**src/rtl/uart_pkg.sv**
```systemverilog
// Shared UART definitions: transmitter state encoding, command codes and build defaults.
package uart_pkg;

    localparam int PREDIV_W_DEF  = 8;
    localparam int DATA_BITS_DEF = 8;

    localparam logic [1:0] CMD_DATA   = 2'b00;
    localparam logic [1:0] CMD_CONFIG = 2'b01;
    localparam logic [1:0] CMD_PREDIV = 2'b10;
    localparam logic [1:0] CMD_SPARE  = 2'b11;

    typedef enum logic [2:0] {
        IDLE,
        START,
        DATA,
        PARITY,
        STOP1,
        STOP2
    } tx_state_t;

endpackage

```
**src/rtl/uart_tx_framer_if.sv**
```systemverilog
// Byte handshake into the UART transmitter: the producer drives data/valid, the framer drives ready.
interface uart_tx_framer_if
    import uart_pkg::*;
#(
    parameter int DATA_BITS = DATA_BITS_DEF
);
    logic [DATA_BITS-1:0] io_data;
    logic                 io_valid;
    logic                 io_ready;

    modport master (output io_data, output io_valid, input io_ready);
    modport slave  (input io_data, input io_valid, output io_ready);
endinterface

```
**src/rtl/uart_baud_gen.sv**
```systemverilog
// Bit-period timer: counts prediv..0, pulses bit_end on zero and reloads; shared by TX and RX.
module uart_baud_gen #(
    parameter int PREDIV_W = 8
) (
    input  logic                clk,
    input  logic                reset,
    input  logic [PREDIV_W-1:0] prediv,
    input  logic                load,
    input  logic                run,
    output logic                bit_end
);
    logic [PREDIV_W-1:0] cnt_reg;

    // bit_end must not depend on load: the framer derives load from bit_end at end of frame.
    assign bit_end = run && (cnt_reg == '0);

    always_ff @(posedge clk) begin
        if (reset) begin
            cnt_reg <= '0;
        end else if (load) begin
            cnt_reg <= prediv;
        end else if (run) begin
            if (cnt_reg == '0) begin
                cnt_reg <= prediv;
            end else begin
                cnt_reg <= cnt_reg - 1'b1;
            end
        end
    end
endmodule

```
**src/rtl/uart_tx_framer.sv**
```systemverilog
// UART transmitter: one-deep holding register feeding an LSB-first serialiser (start, data, stop).
// Define UART_TX_PARITY_EN to insert a parity bit (even, or odd when io_parity_odd=1) after the data.
module uart_tx_framer
    import uart_pkg::*;
#(
    parameter int PREDIV_W  = PREDIV_W_DEF,
    parameter int DATA_BITS = DATA_BITS_DEF
) (
    input  logic                clk,
    input  logic                reset,
    input  logic [PREDIV_W-1:0] io_prediv,
    input  logic                io_stop2,
    input  logic                io_parity_odd,
    uart_tx_framer_if.slave     tx,
    output logic                io_txd,
    output logic                io_busy
);
    localparam int IDX_W = $clog2(DATA_BITS);

    tx_state_t            state_reg, state_next;
    logic [DATA_BITS-1:0] hold_reg, hold_next;
    logic                 hold_full_reg, hold_full_next;
    logic [DATA_BITS-1:0] shift_reg, shift_next;
    logic [IDX_W-1:0]     idx_reg, idx_next;
    logic [PREDIV_W-1:0]  prediv_sh_reg, prediv_sh_next;
    logic                 stop2_sh_reg, stop2_sh_next;
    logic                 txd_reg, txd_next;
    logic                 frame_start;
    logic                 frame_end;
    logic                 bit_end;
    logic                 accept;
`ifdef UART_TX_PARITY_EN
    logic                 parity_reg, parity_next;
`else
    logic                 unused_parity_odd;
    assign unused_parity_odd = io_parity_odd;
`endif

    assign tx.io_ready = !hold_full_reg && !reset;
    assign accept      = tx.io_valid && tx.io_ready;
    assign io_txd      = txd_reg;
    assign io_busy     = (state_reg != IDLE);

    // A new frame loads the counter from the live prescaler; every later bit reloads from the shadow.
    uart_baud_gen #(.PREDIV_W(PREDIV_W)) u_baud (
        .clk     (clk),
        .reset   (reset),
        .prediv  (frame_start ? io_prediv : prediv_sh_reg),
        .load    (frame_start),
        .run     (state_reg != IDLE),
        .bit_end (bit_end)
    );

    always_ff @(posedge clk) begin
        if (reset) begin
            state_reg     <= IDLE;
            hold_reg      <= '0;
            hold_full_reg <= 1'b0;
            shift_reg     <= '0;
            idx_reg       <= '0;
            prediv_sh_reg <= '0;
            stop2_sh_reg  <= 1'b0;
            txd_reg       <= 1'b1;
`ifdef UART_TX_PARITY_EN
            parity_reg    <= 1'b0;
`endif
        end else begin
            state_reg     <= state_next;
            hold_reg      <= hold_next;
            hold_full_reg <= hold_full_next;
            shift_reg     <= shift_next;
            idx_reg       <= idx_next;
            prediv_sh_reg <= prediv_sh_next;
            stop2_sh_reg  <= stop2_sh_next;
            txd_reg       <= txd_next;
`ifdef UART_TX_PARITY_EN
            parity_reg    <= parity_next;
`endif
        end
    end

    always_comb begin
        state_next     = state_reg;
        hold_next      = hold_reg;
        hold_full_next = hold_full_reg;
        shift_next     = shift_reg;
        idx_next       = idx_reg;
        prediv_sh_next = prediv_sh_reg;
        stop2_sh_next  = stop2_sh_reg;
        frame_start    = 1'b0;
        frame_end      = 1'b0;
`ifdef UART_TX_PARITY_EN
        parity_next    = parity_reg;
`endif
        case (state_reg)
            IDLE:   frame_start = hold_full_reg;
            START:  if (bit_end) begin
                        state_next = DATA;
                        idx_next   = '0;
                    end
            DATA:   if (bit_end) begin
                        shift_next = shift_reg >> 1;
                        if (idx_reg == IDX_W'(DATA_BITS - 1)) begin
`ifdef UART_TX_PARITY_EN
                            state_next = PARITY;
`else
                            state_next = STOP1;
`endif
                        end else begin
                            idx_next = idx_reg + 1'b1;
                        end
                    end
            PARITY: if (bit_end) state_next = STOP1;
            STOP1:  if (bit_end) begin
                        if (stop2_sh_reg) state_next = STOP2;
                        else              frame_end  = 1'b1;
                    end
            STOP2:  frame_end = bit_end;
            default: state_next = IDLE;
        endcase

        // A waiting byte chains straight into the next start bit with no idle gap.
        if (frame_end) begin
            if (hold_full_reg) frame_start = 1'b1;
            else               state_next  = IDLE;
        end
        if (frame_start) begin
            state_next     = START;
            shift_next     = hold_reg;
            hold_full_next = 1'b0;
            prediv_sh_next = io_prediv;
            stop2_sh_next  = io_stop2;
`ifdef UART_TX_PARITY_EN
            parity_next    = (^hold_reg) ^ io_parity_odd;
`endif
        end
        if (accept) begin
            hold_next      = tx.io_data;
            hold_full_next = 1'b1;
        end
    end

    // The line level is registered, so it trails the state by one cycle.
    always_comb begin
        txd_next = 1'b1;
        case (state_reg)
            START:  txd_next = 1'b0;
            DATA:   txd_next = shift_reg[0];
`ifdef UART_TX_PARITY_EN
            PARITY: txd_next = parity_reg;
`endif
            default: txd_next = 1'b1;
        endcase
    end
endmodule
```
**src/flat_wrapper.sv**
```systemverilog
// flat-port wrapper written by rule: the top's interface ports become plain ports
module uart_tx_framer_flat import uart_pkg::*;
#(
    parameter int PREDIV_W  = PREDIV_W_DEF,
    parameter int DATA_BITS = DATA_BITS_DEF
)
  (clk, reset, io_prediv, io_stop2, io_parity_odd, io_txd, io_busy, tx_io_data, tx_io_valid, tx_io_ready);
  uart_tx_framer_if #(.DATA_BITS(DATA_BITS)) tx_i ();
  input  logic clk;
  input  logic reset;
  input  logic [PREDIV_W-1:0] io_prediv;
  input  logic io_stop2;
  input  logic io_parity_odd;
  output logic io_txd;
  output logic io_busy;
  input wire logic [$bits(tx_i.io_data)-1:0] tx_io_data;
  input wire logic [$bits(tx_i.io_valid)-1:0] tx_io_valid;
  output wire logic [$bits(tx_i.io_ready)-1:0] tx_io_ready;
  assign tx_i.io_data = tx_io_data;
  assign tx_i.io_valid = tx_io_valid;
  assign tx_io_ready = tx_i.io_ready;
  uart_tx_framer #(.PREDIV_W(PREDIV_W), .DATA_BITS(DATA_BITS)) u_core (.clk(clk), .reset(reset), .io_prediv(io_prediv), .io_stop2(io_stop2), .io_parity_odd(io_parity_odd), .tx(tx_i), .io_txd(io_txd), .io_busy(io_busy));
endmodule
```
**config.mk**
```make
export PLATFORM = sky130hd
export DESIGN_NAME = uart_tx_framer_flat
export DESIGN_NICKNAME = d
export VERILOG_FILES = /design/src/rtl/uart_pkg.sv /design/src/rtl/uart_tx_framer_if.sv /design/src/rtl/uart_baud_gen.sv /design/src/rtl/uart_tx_framer.sv /design/src/flat_wrapper.sv
export SDC_FILE = /design/constraint.sdc
export NUM_CORES = 1
export LEC_CHECK = 0
export ABC_CLOCK_PERIOD_IN_PS = 7000
export BUFFER_PORTS_ARGS = -buffer_cell sky130_fd_sc_hd__buf_2
export CELL_PAD_IN_SITES_DETAIL_PLACEMENT = 2
export CELL_PAD_IN_SITES_GLOBAL_PLACEMENT = 2
export CORE_ASPECT_RATIO = 0.9
export CORE_MARGIN = 4
export CORE_UTILIZATION = 39
export DETAILED_ROUTE_END_ITERATION = 6
export PLACE_DENSITY = 0.87
export SYNTH_ARGS = -nofsm -noshare
export SYNTH_HDL_FRONTEND = slang
export SYNTH_HIERARCHICAL = 1
export SYNTH_SLANG_ARGS = --single-unit
```
**constraint.sdc**
```tcl
create_clock -name clk -period 7 [get_ports clk]
set_clock_uncertainty 0.2 [all_clocks]
set_input_delay 1.05 -clock clk [delete_from_list [all_inputs] [get_ports clk]]
set_output_delay 1.05 -clock clk [all_outputs]
set_load 0.01 [all_outputs]
```
# Yosys cells after proc, flatten, opt, wreduce, memory -nomap -nowiden
# Index checks and enable logic that the tools add are counted.
[word_totals] reg_bits=41 out_inout_bits=3 input_bits=21 word_cells=68
[op_classes] muxes=30 eq_ne=9 add_sub_neg=2 n_reduce_logical=17
[op_table] cell="8-bit two-way mux" n=7
[op_table] cell="3-bit two-way mux" n=11
[op_table] cell="3-bit case mux with 5 select lines" n=1
[op_table] cell="2-bit nonzero test" n=5
[op_table] cell="3-bit equality test, second input constant" n=3
[op_table] cell="8-bit logical NOT" n=1
[op_table] cell="1-bit two-way mux" n=8
[op_table] cell="8-bit by 1-bit subtractor with 8-bit output, second input constant" n=1
[op_table] cell="3-bit by 2-bit equality test with 1-bit output, second input constant" n=2
[op_table] cell="3-bit case mux with 2 select lines" n=1
[op_table] cell="2-bit by 1-bit inequality test with 1-bit output, second input constant" n=2
[op_table] cell="1-bit case mux with 2 select lines" n=2
[op_table] cell="4-bit AND reduction" n=1
[op_table] cell="2-bit OR reduction" n=2
[op_table] cell="3-bit by 1-bit adder with 3-bit output, second input constant" n=1
[op_table] cell="3-bit by 1-bit equality test with 1-bit output, second input constant" n=1
[op_table] cell="1-bit logical AND" n=3
[op_table] cell="3-bit logical NOT" n=1
[op_table] cell="3-bit nonzero test" n=1
[op_table] cell="1-bit logical NOT" n=2
[op_table] cell="2-bit inequality test, second input constant" n=1
[op_table] cell="2-bit AND reduction" n=1

# Longest topological paths before layout
# Gate-level depths: netlist of the first run.
[logic_depth] ltp_word=9 mapped_depth=14 ltp_nobuf=11

# Modules after synthesis
# The synthesis of the first run kept the hierarchy.
[by_module_without_submodules] module="uart_tx_framer" cells_each=167 area_per_inst_um2=1586.5 seq_area_each_um2=660.6 instances=1
[by_module_without_submodules] module="uart_baud_gen" cells_each=69 area_per_inst_um2=593.1 seq_area_each_um2=160.2 instances=1

# Worst setup path after synthesis of the first run
# OpenSTA, ideal clock, no wires.
[synth_timing] path_kind="register to register" from="reg u_core.state_reg[1]" to="reg u_core.u_baud.cnt_reg[1]" setup_ps=115 synth_period_minus_slack_ps=3088 path_stages_with_launch=14 arrival_ps=2773 setup_slack_ps=3912 required_ps=6685 path_buffers=5 cell_sequence="dfxtp_1 -> buf_2 -> or3_1 -> clkbuf_1 -> and3_2 -> buf_2 -> a31o_1 -> buf_6 -> nand2_8 -> inv_4 -> clkbuf_1 -> a21oi_1 -> mux2i_1 -> o21a_1"
[synth_via] elab_chain_len=9 word_cells_on_any_way=15 classes_between="2 x eq/ne; 9 x mux; 4 x reduce/logical"
[synth_lines] element="start: declaration" line="uart_tx_framer.sv:20" text="tx_state_t state_reg, state_next;"
[synth_lines] element="start signal: assignment" line="uart_tx_framer.sv:68" text="state_reg <= state_next;"
[synth_lines] element="3-bit nonzero test *"
[synth_lines] element="net io_busy" line="flat_wrapper.sv:15" text="output logic io_busy;"
[synth_lines] element="1-bit logical AND *" line="uart_baud_gen.sv:15" text="assign bit_end = run && (cnt_reg == '0);"
[synth_lines] element="net u_core.bit_end" line="uart_tx_framer.sv:30" text="logic bit_end;"
[synth_lines] element="1-bit two-way mux" line="uart_tx_framer.sv:114" text="STOP1: if (bit_end) begin"
[synth_lines] element="1-bit case mux with 2 select lines *" line="uart_tx_framer.sv:95" text="case (state_reg)"
[synth_lines] element="1-bit two-way mux *" line="uart_tx_framer.sv:123" text="if (frame_end) begin"
[synth_lines] element="net u_core.frame_start" line="uart_tx_framer.sv:28" text="logic frame_start;"
[synth_lines] element="8-bit two-way mux" line="uart_tx_framer.sv:48" text=".prediv (frame_start ? io_prediv : prediv_sh_reg),"
[synth_lines] element="8-bit two-way mux" line="uart_baud_gen.sv:23" text="if (cnt_reg == '0) begin"
[synth_lines] element="8-bit two-way mux" line="uart_baud_gen.sv:22" text="end else if (run) begin"
[synth_lines] element="8-bit two-way mux" line="uart_baud_gen.sv:20" text="end else if (load) begin"
[synth_lines] element="end signal: assignment" line="uart_baud_gen.sv:21" text="cnt_reg <= prediv;"
[synth_lines] element="end signal: assignment" line="uart_baud_gen.sv:24" text="cnt_reg <= prediv;"
[synth_lines] element="end signal: assignment" line="uart_baud_gen.sv:26" text="cnt_reg <= cnt_reg - 1'b1;"
[synth_lines] element="end: declaration" line="uart_baud_gen.sv:12" text="logic [PREDIV_W-1:0] cnt_reg;"
# The timed path passes the listed nets; every way through them passes the cells marked *. The select of a mux whose other input is x is not followed.
# A chain may end at the register's enable or synchronous reset.

# Final worst setup path of the first run
[layout_timing] from="reg u_core.state_reg[2]" to="reg u_core.u_baud.cnt_reg[5]"
[layout_via] elab_chain_len=9 word_cells_on_any_way=15 classes_between="2 x eq/ne; 9 x mux; 4 x reduce/logical"
[layout_lines] element="3-bit nonzero test *" line="uart_tx_framer.sv:50" text=".run (state_reg != IDLE),"
[layout_lines] element="1-bit logical AND *" line="uart_baud_gen.sv:15"
[layout_lines] element="net u_core.bit_end" line="uart_tx_framer.sv:30"
[layout_lines] element="1-bit two-way mux" line="uart_tx_framer.sv:114"
[layout_lines] element="1-bit case mux with 2 select lines *" line="uart_tx_framer.sv:95"
[layout_lines] element="1-bit two-way mux *" line="uart_tx_framer.sv:123"
[layout_lines] element="net u_core.frame_start" line="uart_tx_framer.sv:28"
[layout_lines] element="8-bit two-way mux" line="uart_tx_framer.sv:48"
[layout_lines] element="8-bit two-way mux" line="uart_baud_gen.sv:23"
[layout_lines] element="8-bit two-way mux" line="uart_baud_gen.sv:22"
[layout_lines] element="8-bit two-way mux" line="uart_baud_gen.sv:20"
# Marked as above.

==> results of run 1 <==
[cell usage after synthesis (all sizes together) (2+ instances only)]
| cell type | number |
|---|---|
| a211oi | 2 |
| a21oi | 20 |
| a221oi | 7 |
| a22o | 2 |
| a22oi | 3 |
| a31oi | 3 |
| and3 | 2 |
| buf | 12 |
| clkbuf | 5 |
| dfxtp | 41 |
| ha | 4 |
| inv | 4 |
| mux2 | 2 |
| mux2i | 17 |
| nand2 | 13 |
| nand2b | 2 |
| nand3 | 10 |
| nand3b | 3 |
| nor2 | 25 |
| nor2b | 8 |
| nor3 | 4 |
| nor3b | 5 |
| nor4 | 2 |
| o211ai | 2 |
| o21a | 2 |
| o21ai | 20 |
| o22ai | 2 |
| xor2 | 2 |
[cell families (layout without fill, tap and decap cells)]
| kind of cell | count (synthesis) | count (layout) | synth area share (%) |
|---|---|---|---|
| compound gates | 70 | 70 | 22.9 |
| xor+xnor | 2 | 2 | 0.804 |
| fa+ha+maj | 4 | 4 | 2.30 |
| buf+inv | 21 | 36 | 5.63 |
| flops | 41 | 41 | 37.7 |
| mux | 19 | 19 | 8.84 |
| simple gates | 79 | 79 | 21.9 |
[final cells by class]
| type | count | area, sq um |
|---|---|---|
| fill | 591 | 2980 |
| multi-input combinational | 174 | 1240 |
| sequential | 41 | 821 |
| timing repair buffer | 24 | 125 |
| tap | 67 | 83.8 |
| clock buffer | 6 | 72.6 |
| inverter | 4 | 17.5 |
| clock inverter | 2 | 10.0 |
[worst paths after layout]
path | start | end | slack [ps] | depth (start not counted)
worst max-delay path | u_core/state_reg[2] | u_core/u_baud/cnt_reg[5] | 3620 | 10
worst min-delay path | u_core/idx_reg[1] | u_core/idx_reg[1] | 290 | 1
worst max register to register | u_core/state_reg[2] | u_core/u_baud/cnt_reg[5] | 3620 | 10
worst min register to register | u_core/idx_reg[1] | u_core/idx_reg[1] | 290 | 1
[per-layer routing]
layer | track usage (%) | share of wire (%) | routed length, um | up-vias
li1 | - | - | - | 884
met1 | 24.8 | 46 | 2710 | 900
met2 | 29.4 | 50 | 2930 | 22
met3 | 4.46 | 2.7 | 158 | 6
met4 | 5.76 | 1.3 | 79 | 0
met5 | 0 | 0 | 0 | -
[power by group through the flow]
stage	clock [W]	sequential (W)	combinational, W
global route	0.000172	0.000289	0.000240
finish	0.000154	0.000285	0.000215
detailed placement	0	0.000290	0.000213
global placement	0	0.000287	0.000202
floorplan	0	0.000281	0.000169
CTS	0.000160	0.000285	0.000217
[per-stage QoR]
step | area (sq um) | instances | setup slack, ps | util (%) | total power [W]
floorplan | 2180 | 236 | 3910 | - | 0.000451
finish | 2370 | 318 | 3620 | 44.2 | 0.000653
global route | 2370 | 318 | 3330 | 44.2 | 0.000701
global placement | 2280 | 310 | 3760 | 42.7 | 0.000489
detailed placement | 2280 | 310 | 3660 | 42.7 | 0.000503
CTS | 2370 | 318 | 3590 | 44.2 | 0.000662
[worst max-delay path, stage by stage, from the launching register on]
cell and delay (ps):
dfxtp_1 640, or3_1 460, and3_2 410, a31o_1 180, buf_4 290, nand2_8 130, inv_4 220, nor2_1 190
nor4bb_1 290, o21ai_0 120, a21oi_1 170
==> flow_metrics.env, run 1 <==
export IMPL_status="finished, final reports clean"
export IMPL_ioPinCount=24
export IMPL_synth_ff_type="dfxtp_1"
export IMPL_tns_ps=0
export IMPL_slew_headroom_pct=33.0
export IMPL_viasPerCell=5.70
export IMPL_track_usage_pct=18.6
export IMPL_final_antenna_net_count=0
export IMPL_yosys_warnings=6
export IMPL_layout_common_cells="dfxtp_1 (41), nor2_1 (25), buf_2 (22)"
export IMPL_synth_edf_count=0
export IMPL_seqPwrFrac_pct=43.6
export IMPL_clk_path_buf_depth=2
export IMPL_drt_total_wl_um=5880
export IMPL_p_comb_share_pct=32.9
export IMPL_die_h_um=78.9
export IMPL_layout_commonest_cell="dfxtp_1"
export IMPL_die_area_sq_um=6850
export IMPL_clk_pin_slew_ps=80
export IMPL_cts_resized=0
export IMPL_setup_viol_count_final=0
export IMPL_synth_area_per_cell_sq_um=9.24
export IMPL_gp_congestion=0.743
export IMPL_grt_pass1_vias=1934
export IMPL_num_rows=25
export IMPL_p_per_area_nw_per_um2=276
export IMPL_hold_buffers=0
export IMPL_max_cap_viol_count=0
export IMPL_swShare_pct=36.5
export IMPL_fin_crit_ps=3380
export IMPL_route_detailed_drc=0
export IMPL_dr_first_iter_drc_count=111
export IMPL_grt_max_degree=45
export IMPL_ys_seq_area_share_pct=37.7
export IMPL_synth_top_area_share_pct=37.7
export IMPL_synth_area_leaders="dfxtp_1 (38%), mux2i_1 (7.8%), a221oi_2 (4.8%)"
export IMPL_hold_viol=0
export IMPL_worstSetupPathType="reg -> reg"
export IMPL_leakagePower_nw=0.926
export IMPL_first_pass_iters=4
export IMPL_cts_root_buf="clkbuf_8"
export IMPL_area_growth_pct=8.55
export IMPL_n_antenna_cell=0
export IMPL_grt_ovfl_total=0
export IMPL_synth_area_sq_um=2180
export IMPL_p_int_w=0.000415
export IMPL_vias=1812
export IMPL_drive_above_1_share_pct=21.1
export IMPL_dp_hpwl_um=3990
export IMPL_cp_start_kind="flop"
export IMPL_wl_per_cell_um=18.5
export IMPL_required_ps=7030
export IMPL_rsz0062_at_grt="no"
export IMPL_nets=275
export IMPL_clkPwrFrac_pct=23.5
export IMPL_cts_tree="built"
export IMPL_finalCritPeriodShare_pct=48.3
export IMPL_numPortBuffers=22
export IMPL_crit_path_end_kind="flop"
export IMPL_syn_instance_count=236
export IMPL_cts_made_buffers=5
export IMPL_syn_nets=261
export IMPL_slew_violations=0
export IMPL_worstSkewPairLatency_ps=300
export IMPL_worstMarginPinSlew_ps=1000
export IMPL_antenna_found_initial=0
export IMPL_die_width_um=86.8
export IMPL_start_util_pct=40.7
export IMPL_cts_sinks=41
export IMPL_p_sw_w=0.000238
export IMPL_synth_area_leader_cell="dfxtp_1"
export IMPL_timing_fmax_mhz=296
export IMPL_grt_first_pass_wirelength_um=9930
export IMPL_post_cts_repair_setup_buffers=0
export IMPL_htreeDepth=2
export IMPL_whs_ps=288
export IMPL_synth_seq_cells=41
export IMPL_synthArstFlopShare_pct=0
export IMPL_design_core_area_sq_um=5350
export IMPL_cp_max_fo=18
export IMPL_min_path_type="reg -> reg"
export IMPL_vdd_drop_max_mv=0.122
export IMPL_worstPathArrival_ps=3410
export IMPL_ys_types=51
(Power assumes the default switching activity.)
==> run 2, diff against run 1 <==
ABC_AREA = 1   (was not set)
ABC_CLOCK_PERIOD_IN_PS = 3050   (was 7000)
CORE_UTILIZATION = 29   (was 39)
PLACE_DENSITY = 0.77   (was 0.87)
clock period = 3.05 ns   (was 7 ns; I/O delays follow)
==> run 2 against run 1 <==
- fmax up 28%
- wire length up 0.85%
- sequential power up 130%
- combinational power up 120%
- synthesized cell count up 27%
- sequential share of layout area down 1.3 points
- area after synthesis down 2.3%
- critical path depth up 5
- via count up 11%
- total power up 140%
- setup slack worse by 3200 ps
- utilization down 9.6 points
==> flow_metrics.env, run 2 <==
export IMPL_cts_made_buffers=5
export IMPL_crit_path_end_kind="flop"
export IMPL_track_usage_pct=14.5
export IMPL_crit_family="simple AND/OR/NAND/NOR gates"
export IMPL_final_antenna_net_count=0
export IMPL_nets=351
export IMPL_required_ps=3060
export IMPL_cts_tree="built"
export IMPL_viasPerCell=4.80
export IMPL_gp_congestion=0.778
export IMPL_min_path_type="in -> reg"
export IMPL_n_antenna_cell=0
export IMPL_die_h_um=89.3
export IMPL_grt_first_pass_wirelength_um=10500
export IMPL_p_total_w=0.00156
export IMPL_synth_edf_count=0
export IMPL_p_comb_share_pct=30.3
export IMPL_clkPwrFrac_pct=28.4
export IMPL_worstSkewPairLatency_ps=290
export IMPL_layout_commonest_cell="nand2_1"
export IMPL_layout_common_cells="nand2_1 (52), inv_1 (42), dfxtp_1 (41)"
export IMPL_antenna_found_initial=0
export IMPL_synth_area_leader_cell="dfxtp_1"
export IMPL_numPortBuffers=22
export IMPL_syn_instance_count=300
export IMPL_die_width_um=98.3
export IMPL_first_pass_iters=4
export IMPL_dr_first_iter_drc_count=82
export IMPL_worstSetupPathType="reg -> reg"
export IMPL_critPathMaxStageDelay_ps=330
export IMPL_clk_path_buf_depth=2
export IMPL_vias=2015
export IMPL_yosys_warnings=6
export IMPL_drt_total_wl_um=5930
export IMPL_rsz0062_at_grt="no"
export IMPL_vdd_drop_max_mv=0.221
export IMPL_hold_viol=0
export IMPL_syn_nets=325
export IMPL_swShare_pct=35.1
export IMPL_slew_violations=0
export IMPL_seqPwrFrac_pct=41.3
export IMPL_synth_area_leaders="dfxtp_1 (39%), nand2_1 (9.2%), inv_1 (7.4%)"
export IMPL_p_per_area_nw_per_um2=632
export IMPL_drive_above_1_share_pct=18.0
export IMPL_area_growth_pct=15.6
export IMPL_slew_headroom_pct=60.7
export IMPL_worst_path_max_delay_cell="dfxtp_1"
export IMPL_die_area_sq_um=8780
export IMPL_ioPinCount=24
export IMPL_synth_top_area_share_pct=38.5
export IMPL_setup_ws_ps=404
export IMPL_worstPathArrival_ps=2660
export IMPL_crit_buf_inv=4
export IMPL_p_int_w=0.00101
export IMPL_setup_viol_count_final=0
export IMPL_grt_pass1_vias=2138
export IMPL_p_sw_w=0.000546
export IMPL_route_detailed_drc=0
export IMPL_timing_fmax_mhz=378
export IMPL_ys_types=29
export IMPL_finalCritPeriodShare_pct=86.7
export IMPL_wl_per_cell_um=14.1
export IMPL_status="finished, final reports clean"
export IMPL_yosysMostFrequentCell="nand2_1"
export IMPL_cp_max_fo=20
export IMPL_fin_crit_ps=2650
export IMPL_design_core_area_sq_um=7110
export IMPL_synth_common_cells="nand2_1 (52), inv_1 (42), dfxtp_1 (41), nand3_1 (29), nor2_1 (28)"
export IMPL_max_cap_viol_count=0
export IMPL_synth_ff_type="dfxtp_1"
export IMPL_synth_seq_cells=41
export IMPL_whs_ps=160
export IMPL_htreeDepth=2
export IMPL_crit_chain="inv_1 > ha_1 > nand2_1 > nor3b_1 > buf_4 > nand3_2 > nand2_4 > nand2_4 > nand2_1 > o21ai_1 > inv_1 > inv_1 > a21oi_1 > nand2_1 > a21oi_1"
export IMPL_dp_hpwl_um=4280
export IMPL_grt_max_degree=24
export IMPL_synthArstFlopShare_pct=0
export IMPL_worstMarginPinSlew_ps=588
export IMPL_cts_root_buf="clkbuf_8"
export IMPL_clk_pin_slew_ps=90
export IMPL_tns_ps=0
export IMPL_synth_area_per_cell_sq_um=7.10
export IMPL_cp_start_kind="flop"
export IMPL_grt_ovfl_total=0
export IMPL_place_ws_ps=167
export IMPL_start_util_pct=29.9
export IMPL_synth_area_sq_um=2130
export IMPL_cts_sinks=41
export IMPL_num_rows=29
export IMPL_leakagePower_nw=1.11
export IMPL_ys_seq_area_share_pct=38.5
[run 2: layout make-up]
type | instances | area (sq um)
Fill cell | 886 | 4650
Multi-Input combinational cell | 203 | 1070
Sequential cell | 41 | 821
Timing Repair Buffer | 31 | 178
Inverter | 44 | 165
Tap cell | 93 | 116
Clock buffer | 6 | 72.6
Clock inverter | 2 | 38.8
[run 2: power by group through the flow]
stage	sequential [W]	combinational (W)	clock [W]
final	0.000642	0.000472	0.000441
after global routing	0.000653	0.000549	0.000491
after CTS	0.000643	0.000471	0.000461
after detailed placement	0.000655	0.000468	0
after global placement	0.000652	0.000446	0
after floorplan	0.000636	0.000372	0
[run 2: path summary, 6_finish.rpt]
kind / startpoint / endpoint / slack, ps / cells after the start
max reg2reg: u_core/u_baud/cnt_reg[0] / u_core/u_baud/cnt_reg[7] / 400 / 15
min reg2reg: u_core/idx_reg[1] / u_core/idx_reg[1] / 270 / 2
min: tx_io_data[1] / u_core/hold_reg[1] / 160 / 3
max: u_core/u_baud/cnt_reg[0] / u_core/u_baud/cnt_reg[7] / 400 / 15
[run 2: per-stage QoR]
stage	utilization [%]	cell area, sq um	instances
after floorplan	-	2130	300
after global placement	32.7	2320	409
after detailed placement	32.7	2320	409
after CTS	34.2	2430	417
after global routing	34.6	2460	420
final	34.6	2460	420
[run 2: per-layer routing]
layer,part of all wire [%],routed length [um],vias to the layer above,track usage (%)
li1,-,-,1042,-
met1,52,3110,938,20.0
met2,45,2640,33,24.1
met3,2.4,140,2,2.26
met4,0.61,36,0,3.72
met5,0,0,-,0
[run 2: logic make-up (layout without fill, tap and decap cells)]
group                    after synthesis  count (layout)  synth area share [%]
AO/OA/AOI/OAI                         54              54                  14.3
buffers and inverters                 56              83                  11.5
adder cells (fa/ha/maj)                4               4                  2.35
XOR/XNOR                               3               3                  1.23
flip-flops                            41              41                  38.5
AND/OR/NAND/NOR                      142             142                  32.1
[run 2: repair_timing]
action,4_1_cts,5_1_grt
buffers inserted,0,3
resized for setup,0,1
endpoints found under the setup margin,0,5
hold buffers,0,0
[run 2: worst min-delay path, cell delays in order]
cell	delay, ps
buf_2	70
nand2_1	40
o31ai_1	50
==> run 3, diff against run 2 <==
--- a/config.mk
+++ b/config.mk
@@ -9,3 +9,3 @@
 export ABC_CLOCK_PERIOD_IN_PS = 3050
-export BUFFER_PORTS_ARGS = -buffer_cell sky130_fd_sc_hd__buf_2
+export BUFFER_PORTS_ARGS = -buffer_cell sky130_fd_sc_hd__buf_4
 export CELL_PAD_IN_SITES_DETAIL_PLACEMENT = 2
--- a/constraint.sdc
+++ b/constraint.sdc
@@ -4,2 +4,2 @@
 set_output_delay 0.4575 -clock clk [all_outputs]
-set_load 0.01 [all_outputs]
+set_load 0.02 [all_outputs]
==> run 3 against run 2 <==
- fmax is 3.1% lower
- non-clock buffer count is 3 lower
- highest routed layer unchanged
- largest power group unchanged
- final area is 1.3% higher
- register-to-register slack worse by 80 ps
- utilization is 0.46 points higher
- global-route usage is 0.40 points higher
- via count is 1.1% higher
==> flow_metrics.env, run 3 (synthesis results as in run 2) <==
export IMPL_status="finished, final reports clean"
export IMPL_final_area_sq_um=2490
export IMPL_r2r_end="u_core/u_baud/cnt_reg[7]"
export IMPL_numPortBuffers=22
export IMPL_crit_path_end_kind="flop"
export IMPL_vias=2038
export IMPL_wl_per_cell_um=15.0
export IMPL_grt_first_pass_wirelength_um=10500
export IMPL_grt_util_met3_pct=1.95
export IMPL_first_pass_iters=4
export IMPL_fillCellCount=888
export IMPL_final_antenna_net_count=0
export IMPL_hold_viol=0
export IMPL_n_antenna_cell=0
export IMPL_cp_start_kind="flop"
export IMPL_required_ps=3080
export IMPL_cts_made_buffers=5
export IMPL_slew_headroom_pct=61.6
export IMPL_met2_usage_pct=25.7
export IMPL_gp_congestion=0.764
export IMPL_endpoint="u_core/u_baud/cnt_reg[7]"
export IMPL_r2r_start="u_core/u_baud/cnt_reg[0]"
export IMPL_timing_fmax_mhz=366
export IMPL_layout_commonest_cell="nand2_1"
export IMPL_gr_usage_met1_pct=19.1
export IMPL_setup_viol_count_final=0
export IMPL_whs_ps=152
export IMPL_finalCritPeriodShare_pct=89.5
export IMPL_design_core_area_sq_um=7110
export IMPL_max_cap_viol_count=0
export IMPL_rsz0062_at_grt="no"
export IMPL_cts_sinks=41
export IMPL_worstPathArrival_ps=2760
export IMPL_die_h_um=89.3
export IMPL_reg2reg_slack_ps=320
export IMPL_dr_first_iter_drc_count=89
export IMPL_drive_above_1_share_pct=17.3
export IMPL_grt_ovfl_total=0
export IMPL_viasPerCell=4.89
export IMPL_post_cts_repair_setup_buffers=0
export IMPL_cp_max_fo=20
export IMPL_track_usage_pct=14.9
export IMPL_die_width_um=98.3
export IMPL_leakagePower_nw=1.11
export IMPL_grt_max_degree=35
export IMPL_place_area_sq_um=2380
export IMPL_start_util_pct=29.9
export IMPL_worstMarginPinSlew_ps=576
export IMPL_nets=348
export IMPL_clk_pin_slew_ps=80
export IMPL_clk_path_buf_depth=2
export IMPL_grt_pass1_vias=2139
export IMPL_drt_total_wl_um=6250
export IMPL_tns_ps=0
export IMPL_area_growth_pct=17.1
export IMPL_dp_hpwl_um=4330
export IMPL_ff2ff_path_depth=15
export IMPL_slew_violations=0
export IMPL_route_detailed_drc=0
export IMPL_num_rows=29
export IMPL_grt_busiest_layer="met2"
export IMPL_min_path_type="in -> reg"
export IMPL_final_util_pct=35.1
export IMPL_hold_buffers=0
export IMPL_cts_root_buf="clkbuf_8"
export IMPL_vdd_drop_max_mv=0.206
export IMPL_layout_common_cells="nand2_1 (52), inv_1 (42), dfxtp_1 (41)"
export IMPL_die_area_sq_um=8780
export IMPL_fin_crit_ps=2730
export IMPL_cp_startpoint="u_core/u_baud/cnt_reg[0]"
export IMPL_cts_tree="built"
export IMPL_worstSetupPathType="reg -> reg"
export IMPL_ioPinCount=24
export IMPL_antenna_found_initial=0
export IMPL_worstSkewPairLatency_ps=300
export IMPL_htreeDepth=2
export IMPL_p_per_area_nw_per_um2=635
[run 3: cell count changes in the layout (fill, tap and decap cells not counted)]
| cell | delta |
|---|---|
| buf_2 | -22 |
| buf_4 | +19 |
[run 3: critical path: stages (launching register included)]
cell and delay (ps):
dfxtp_1 330, inv_1 180, ha_1 180, nand2_1 90, nor3b_1 210, buf_4 240
nand3_2 140, nand2_4 160, nand2_4 180, nand2_1 100, o21ai_1 80, inv_1 60
inv_1 40, a21oi_1 240, nand2_1 90, a21oi_1 120
[run 3: what timing repair did]
item                                    CTS  global route
resized for setup                         0             1
hold endpoints to repair                  0             0
endpoints found under the setup margin    0             2
[run 3: area by class of cell]
class	instances	area, sq um	share of cell area [%]
Inverter	44	165	6.62
Tap cell	93	116	4.67
Timing Repair Buffer	28	210	8.43
Clock inverter	2	38.8	1.56
Sequential cell	41	821	32.9
Clock buffer	6	72.6	2.91
Multi-Input combinational cell	203	1070	42.9
[run 3: stage by stage]
step           instances  setup slack (ps)  power [W]
6_report             417               319    0.00158
5_1_grt              417              9.89    0.00171
4_1_cts              417               167    0.00161
3_5_place_dp         409               248    0.00114
3_3_place_gp         409               307    0.00111
2_1_floorplan        300               451    0.00101
[run 3: worst min path at each step]
| stage | depth (start not counted) | start | slack (ps) | to |
|---|---|---|---|---|
| after floorplan | 2 | u_core/shift_reg[0] | 240 | u_core/io_txd |
| after global placement | 2 | u_core/idx_reg[1] | 250 | u_core/idx_reg[1] |
| after detailed placement | 2 | u_core/hold_reg[2] | 260 | u_core/hold_reg[2] |
| after CTS | 3 | tx_io_data[5] | 140 | u_core/hold_reg[5] |
| after global routing | 3 | tx_io_data[2] | 150 | u_core/hold_reg[2] |
| final | 3 | tx_io_data[5] | 150 | u_core/hold_reg[5] |
[run 3: power breakdown]
group	internal (W)	total, W	switching [W]
logic	0.000174	0.000495	0.000322
registers	0.000594	0.000640	0.0000463
clock network	0.000246	0.000448	0.000202
total	0.00101	0.00158	0.000570
[run 3: routing by layer]
layer,routed length [um],up-vias
met5,0,-
met4,75,0
met1,3100,980
li1,-,1029
met2,2930,25
met3,151,4
